--- config.mk ---
export PLATFORM = sky130hd
export DESIGN_NAME = key_speed_ctrl
export DESIGN_NICKNAME = d
export VERILOG_FILES = /design/src/rtl/key_speed_ctrl.sv
export SDC_FILE = /design/constraint.sdc
export NUM_CORES = 1
export LEC_CHECK = 0
export CAP_MARGIN = 20
export CORE_UTILIZATION = 50
export DETAILED_ROUTE_END_ITERATION = 8
export PLACE_DENSITY_LB_ADDON = 0.15
export SETUP_SLACK_MARGIN = 0.15
export SLEW_MARGIN = 20
export SYNTH_ARGS = -nofsm -noshare
export SYNTH_HDL_FRONTEND = slang
export SYNTH_SLANG_ARGS = --single-unit
export TNS_END_PERCENT = 50
--- constraint.sdc ---
create_clock -name Clk -period 3.3 [get_ports Clk]
set_input_delay 0.33 -clock Clk [delete_from_list [all_inputs] [get_ports Clk]]
set_output_delay 0.33 -clock Clk [all_outputs]
set_load 0.05 [all_outputs]
--- src/rtl/key_speed_ctrl.sv ---
// key_speed_ctrl -- two push-button speed selector.
// Each key is synchronized, debounced and edge-detected into a one-shot press
// event; a small FSM steps a saturating 3-bit speed code up or down once per
// press and waits for both keys to be released before accepting another.
// Ports:
//   Clk     : system clock, rising edge
//   RST_N   : asynchronous active-low reset
//   KEY_UP  : "faster" button, async, active-low
//   KEY_DN  : "slower" button, async, active-low
//   S_OUT   : registered speed select code (0..7)
//   S_VALID : one-cycle pulse in the first cycle S_OUT holds a new value
//   KEY_LED : registered one-hot of S_OUT
module key_speed_ctrl #(
  parameter int         DEB_W   = 20,
  parameter int         DEB_MAX = 999_999,
  parameter logic [2:0] S_INIT  = 3'd0
) (
  input  logic       Clk,
  input  logic       RST_N,
  input  logic       KEY_UP,
  input  logic       KEY_DN,
  output logic [2:0] S_OUT,
  output logic       S_VALID,
  output logic [7:0] KEY_LED
);

  localparam logic [1:0] IDLE = 2'd0;
  localparam logic [1:0] INC  = 2'd1;
  localparam logic [1:0] DEC  = 2'd2;
  localparam logic [1:0] HOLD = 2'd3;

  localparam logic [DEB_W-1:0] DEB_TC = DEB_W'(DEB_MAX);

  function automatic logic [7:0] onehot(input logic [2:0] v);
    return 8'(1) << v;
  endfunction

  // bit 0 = UP key, bit 1 = DN key
  logic [1:0]       key_raw;
  logic [1:0]       sync1;
  logic [1:0]       sync2;
  logic [1:0]       stable;
  logic [1:0]       stable_d;
  logic [1:0]       evt;
  logic [DEB_W-1:0] cnt [2];

  logic [1:0] state;
  logic [1:0] state_next;
  logic [2:0] s_next;

  assign key_raw = {KEY_DN, KEY_UP};

  // Two-flop synchronizer; idles at 1 (released).
  always_ff @(posedge Clk or negedge RST_N) begin
    if (!RST_N) begin
      sync1 <= '1;
      sync2 <= '1;
    end else begin
      sync1 <= key_raw;
      sync2 <= sync1;
    end
  end

  // Debouncer: the stable state follows the synced input only after it has
  // differed for DEB_MAX+1 consecutive cycles; any agreement clears the count.
  // The press event is taken from a delayed copy of the stable state so that
  // it appears in the cycle after the 1->0 change of the stable flop.
  always_ff @(posedge Clk or negedge RST_N) begin
    if (!RST_N) begin
      stable   <= '1;
      stable_d <= '1;
      evt      <= '0;
      for (int unsigned i = 0; i < 2; i++) begin
        cnt[i] <= '0;
      end
    end else begin
      stable_d <= stable;
      evt      <= stable_d & ~stable;
      for (int unsigned i = 0; i < 2; i++) begin
        if (sync2[i] == stable[i]) begin
          cnt[i] <= '0;
        end else if (cnt[i] == DEB_TC) begin
          stable[i] <= sync2[i];
          cnt[i]    <= '0;
        end else begin
          cnt[i] <= cnt[i] + 1'b1;
        end
      end
    end
  end

  // Control FSM and next speed code.
  always_comb begin
    state_next = state;
    s_next     = S_OUT;
    case (state)
      IDLE: begin
        if (evt[0] && evt[1]) begin
          state_next = HOLD;
        end else if (evt[0]) begin
          state_next = INC;
        end else if (evt[1]) begin
          state_next = DEC;
        end
      end
      INC: begin
        if (S_OUT != 3'd7) begin
          s_next = S_OUT + 3'd1;
        end
        state_next = HOLD;
      end
      DEC: begin
        if (S_OUT != 3'd0) begin
          s_next = S_OUT - 3'd1;
        end
        state_next = HOLD;
      end
      HOLD: begin
        if (&stable) begin
          state_next = IDLE;
        end
      end
      default: state_next = IDLE;
    endcase
  end

  always_ff @(posedge Clk or negedge RST_N) begin
    if (!RST_N) begin
      state   <= IDLE;
      S_OUT   <= S_INIT;
      S_VALID <= 1'b0;
      KEY_LED <= onehot(S_INIT);
    end else begin
      state   <= state_next;
      S_OUT   <= s_next;
      S_VALID <= (s_next != S_OUT);
      KEY_LED <= onehot(s_next);
    end
  end

endmodule

# Word level (Yosys, flattened, before mapping)
# Index checks and enable logic that the tools add are counted.
# op_classes
n_shift,1
n_reduce_logical,8
bitwise_logic,4
muxes,12
eq_ne,11
addsub,4
# op_table
op,n
$mux W20,4
$add A20 B1 Y20 const B,2
$eq A20 B20 Y1 const B,2
$mux W2,4
$reduce_and A2 Y1,4
$shl A1 B3 Y8 const A,1
$mux W3,2
$pmux W2 S3,1
$pmux W3 S2,1
$eq A2 B2 Y1 const B,2
$ne A4 B4 Y1 const B,1
$add A3 B1 Y3 const B,1
$ne A3 B3 Y1,1
$ne A3 B3 Y1 const B,1
$reduce_bool A3 Y1,1
$sub A3 B1 Y3 const B,1
$and A2 B2 Y2,1
$eq A1 B1 Y1,2
$eq A2 B1 Y1 const B,1
$logic_not A2 Y1,1
$ne A2 B2 Y1 const B,1
$not A1 Y1,2
$not A2 Y2,1
$reduce_or A2 Y1,1
$logic_and A1 B1 Y1,1
# totals
register_bits,64
out_inout_bits,12
word_cells,52
inputBits,4

# Logic depth before layout (Yosys ltp)
# depth
ltp_word,4
ltp_mapped,8
depth_no_buf,7

# Least setup slack after synthesis
# No wires, ideal clock.
# synth_path
kind,register -> register
start,register S_OUT[0]
end,register KEY_LED[5]
path_stages_with_launch,8
arrival_time_ps,1996
synth_period_minus_slack_ps,2063
n_path_buf,0
path_slack_ps,1237
path_cell_list,dfrtp_1 inv_1 ha_1 nor3b_1 o21ai_0 a311o_1 inv_1 and3_1
# synth_between
elab_chain_len,4
word_cells_on_any_way,8
classes_between,2 x add/sub; 1 x eq/ne; 1 x shift; 3 x mux; 1 x reduce/logical
# synth_rtl
item,line_no,text
"start, declared",22,"output logic [2:0] S_OUT,"
"start signal, assigned",135,S_OUT <= s_next;
$sub A3 B1 Y3 (tied with other cells),114,s_next = S_OUT - 3'd1;
"$mux W3, on equally long branches","113, 107",
$pmux W3 S2 (*),96,case (state)
named net s_next[2],49,logic [2:0] s_next;
$shl A1 B3 Y8 (*),35,return 8'(1) << v;
"end signal, assigned",132,KEY_LED <= onehot(S_INIT);
"end signal, assigned",137,KEY_LED <= onehot(s_next);
"end, declared",24,output logic [7:0] KEY_LED
# The timed path passes the listed nets; every way through them passes the cells marked *.
# A chain may end at the register's enable or synchronous reset.

# Final worst setup path
# layout_path
start,register state[1]
end,register KEY_LED[3]
# layout_between
elab_chain_len,3
word_cells_on_any_way,4
classes_between,2 x eq/ne; 1 x shift; 1 x mux
# layout_rtl
item,line_no,text
"start, declared",47,logic [1:0] state;
"start signal, assigned",134,state <= state_next;
$eq A2 B2 Y1 or $eq A2 B1 Y1 (tied branches),96,
$pmux W3 S2 (*),96,
named net s_next[1],49,
$shl A1 B3 Y8 (*),35,
# Marks and branches as above.

==> results.cfg <==
[outcome]
status = complete, no violations

[drt]
vias = 2187
viasPerCell = 5.454
ant_nets = 0
wirelength_um = 5573
dr.pass1.iters = 4
wire_per_inst_um = 13.90
post-route-drc-count = 0
drt_iter0_drc = 117

[cells_and_area]
drive_gt1_share_pct = 11.66
stdcell_area_sq_um = 3501
fillers = 504
nets = 335
multi_input_area_sq_um = 1401
area_growth_syn_to_layout_pct = 13.14
n_antenna_cell = 0
seqCellArea_sq_um = 1613

[floorplan]
die-area_sq_um = 6507
io_pins = 16
fp.dieW_um = 80.67
rows = 28
start_util_pct = 51.95
core_sq_um = 5956
die_h_um = 80.67

[logic_synthesis]
ys_ff_latch = 64
yosys-top-cells-count = dfrtp_1, nor2_1, xnor2_1
yosysUniqueCellTypes = 47
netlist_area_sq_um = 3094
yosysMostFrequentCell = dfrtp_1
yosysSeqAreaShare_pct = 52.12
synth_async_sr_flop_share_pct = 100.0
synth_edf_count = 0
syn_avg_cell_area_sq_um = 10.38
synth.yosys.warnings = 0
synthCells = 298
yosysTopAreaCellShare_pct = 44.48
ys.flop_type = dfrtp_1
synth_nets = 312
yosysTopAreaCell = dfrtp_1
synth_area_leaders = dfrtp_1, dfstp_2, xnor2_1

[setup_path]
startpoint = state[1]
slowest_delay_ns = 0.37
r2r_setup_slack_ns = 1.25
crit_path_end_kind = flip-flop
start_kind = flip-flop
reg2reg_from = state[1]
cp.required_ns = 3.52
critPathMaxFanout = 7
reg2reg_to = KEY_LED[3]
rr_worst_depth = 7
crit_path_end = KEY_LED[3]
crit_type = reg -> reg
worstPathArrival_ns = 2.28
worstPathCellList = inv_1 > ha_1 > a21boi_0 > a22o_1 > a22oi_1 > inv_1 > and3_1
cp_common_cell = inv_1
cpMaxStageDelayCell = dfrtp_1

[grt]
grt_max_degree = 65
grt_pass1_vias = 2083
antenna_found_initial = 0
grt_usage_pct = 19.63
overflow = 0
grt_pass1_wl_um = 9542

[sta]
slew_viol_final = 0
period_needed_ns = 2.052
max_freq_mhz = 487.3
slew_headroom_pct = 47.38
skew_ns = 0.007331
rsz0062_at_grt = no
worst_pin_slew_ns = 0.7893
fin_ws_ns = 1.248
setup_tns_ns = 0
hold_viol_final = 0
finalSetupViolations = 0
timing.final.crit_share_pct = 62.19

[clock_network]
cts_inserted_buffers = 9
htreeDepth = 3
cts_setup_buffers = 0
cts.sinks = 64
clkLatencyLatePin_ns = 0.33
clockBufferDepth = 2
post_cts_resized = 0
cts_tree = built
root_buffer = clkbuf_8
clkTransAtPathRegs_ns = 0.07
holdBufCountCts = 0

[pwr]
p_leak_nw = 1.495
ir_drop_mv = 0.2114
p_per_area_nw_per_um2 = 402.6

[min_path]
hold_class = in -> async

[placed_design]
io_buffers = 15
dp_slack_ns = 1.278
hpwl_um = 3705
dpl_cell_area_sq_um = 3336
gp_congestion = 0.7766

[flow_run]
max_cap_viol_count = 0
-- worst min-delay path by stage --
stage / cells past startpoint / endpoint / startpoint
2_1_floorplan: 0 / KEY_LED[1] / RST_N
3_3_place_gp: 0 / sync2[1] / sync1[1]
3_5_place_dp: 0 / sync2[1] / sync1[1]
4_1_cts: 2 / cnt[36] / RST_N
5_1_grt: 2 / S_VALID / RST_N
6_report: 2 / cnt[31] / RST_N
-- state kept, by name (all words and copies together), names as in the netlist --
| name | count |
|---|---|
| S_OUT | 3 |
| sync1 | 2 |
| stable_d | 2 |
| S_VALID | 1 |
| sync2 | 2 |
| state | 2 |
| evt | 2 |
| cnt | 40 |
| stable | 2 |
| KEY_LED | 8 |
-- cells by family (layout without fill, tap and decap cells) --
kind of cell               after synthesis  in the layout  share of synthesized area [%]
and+or+nand+nor                        133            133                          23.62
DFF                                     64             64                          52.12
muxes                                    4              4                          1.415
buffers and inverters                   22             50                          2.750
adders and majority gates               10             10                          4.044
xor gates and xnor gates                30             30                          8.492
AOI/OAI and AO/OA                       35             35                          7.562
-- metrics by stage --
step           hold WS [ns]  total power [mW]  utilization, %  cells
2_1_floorplan       0.03441            0.8327               -    298
3_3_place_gp         0.3478            0.8583           56.01    385
3_5_place_dp         0.3546            0.8595           56.01    385
4_1_cts              0.1884             1.434           58.78    401
5_1_grt              0.2478             1.478           58.78    401
6_report             0.1624             1.409           58.78    401
-- cell usage in the layout (no fill, tap or decap), drive strengths merged, types with 2 or more instances in the layout --
cell type,netlist,layout
xor2,7,7
ha,10,10
nor4b,2,2
nor4,9,9
clkdlybuf4s50,0,14
nand3,17,17
a21oi,11,11
o31ai,4,4
dfstp,9,9
buf,2,4
nor3b,2,2
mux2,3,3
and3,11,11
a21boi,2,2
o21ai,6,6
nand2b,2,2
nor2,38,38
a31o,2,2
or4,3,3
nand4,10,10
a22oi,2,2
nor3,14,14
nor2b,5,5
nand2,9,9
dfrtp,55,55
clkbuf,4,12
xnor2,23,23
nand3b,2,2
clkinv,0,4
inv,16,16
or3,5,5
-- critical path: cells and delay by family, from the launching register on --
kind                     cells  cell delay, ns
adder cells (fa/ha/maj)      1            0.27
AND/OR/NAND/NOR              1            0.21
buffers and inverters        2            0.26
flip-flops                   1            0.37
AO/OA/AOI/OAI                3            0.84
-- metal layers --
metal | wire length (um) | share of wire (%) | up-vias | track usage [%]
met1 | 2819 | 51 | 1032 | 26.62
met2 | 2493 | 45 | 32 | 29.83
li1 | - | - | 1110 | -
met3 | 157 | 2.8 | 13 | 3.977
met5 | 0 | 0 | - | 0
met4 | 103 | 1.8 | 0 | 9.643
-- final cells by class --
| cell class | count | area share [%] |
|---|---|---|
| multi-input cells | 212 | 40.03 |
| well taps | 75 | 2.680 |
| flip-flops and latches | 64 | 46.07 |
| clock inverters | 4 | 0.5718 |
| clock buffers | 12 | 4.146 |
| repair buffers | 18 | 4.789 |
| inverters | 16 | 1.716 |
-- power breakdown --
group          internal [mW]  switching, mW  leakage [nW]
Sequential             0.795        0.00881         0.857
Combinational         0.0114         0.0281         0.548
Clock                  0.288          0.278        0.0899
Total                   1.09          0.315          1.50
Note: power is estimated with default switching activity, not from simulation.
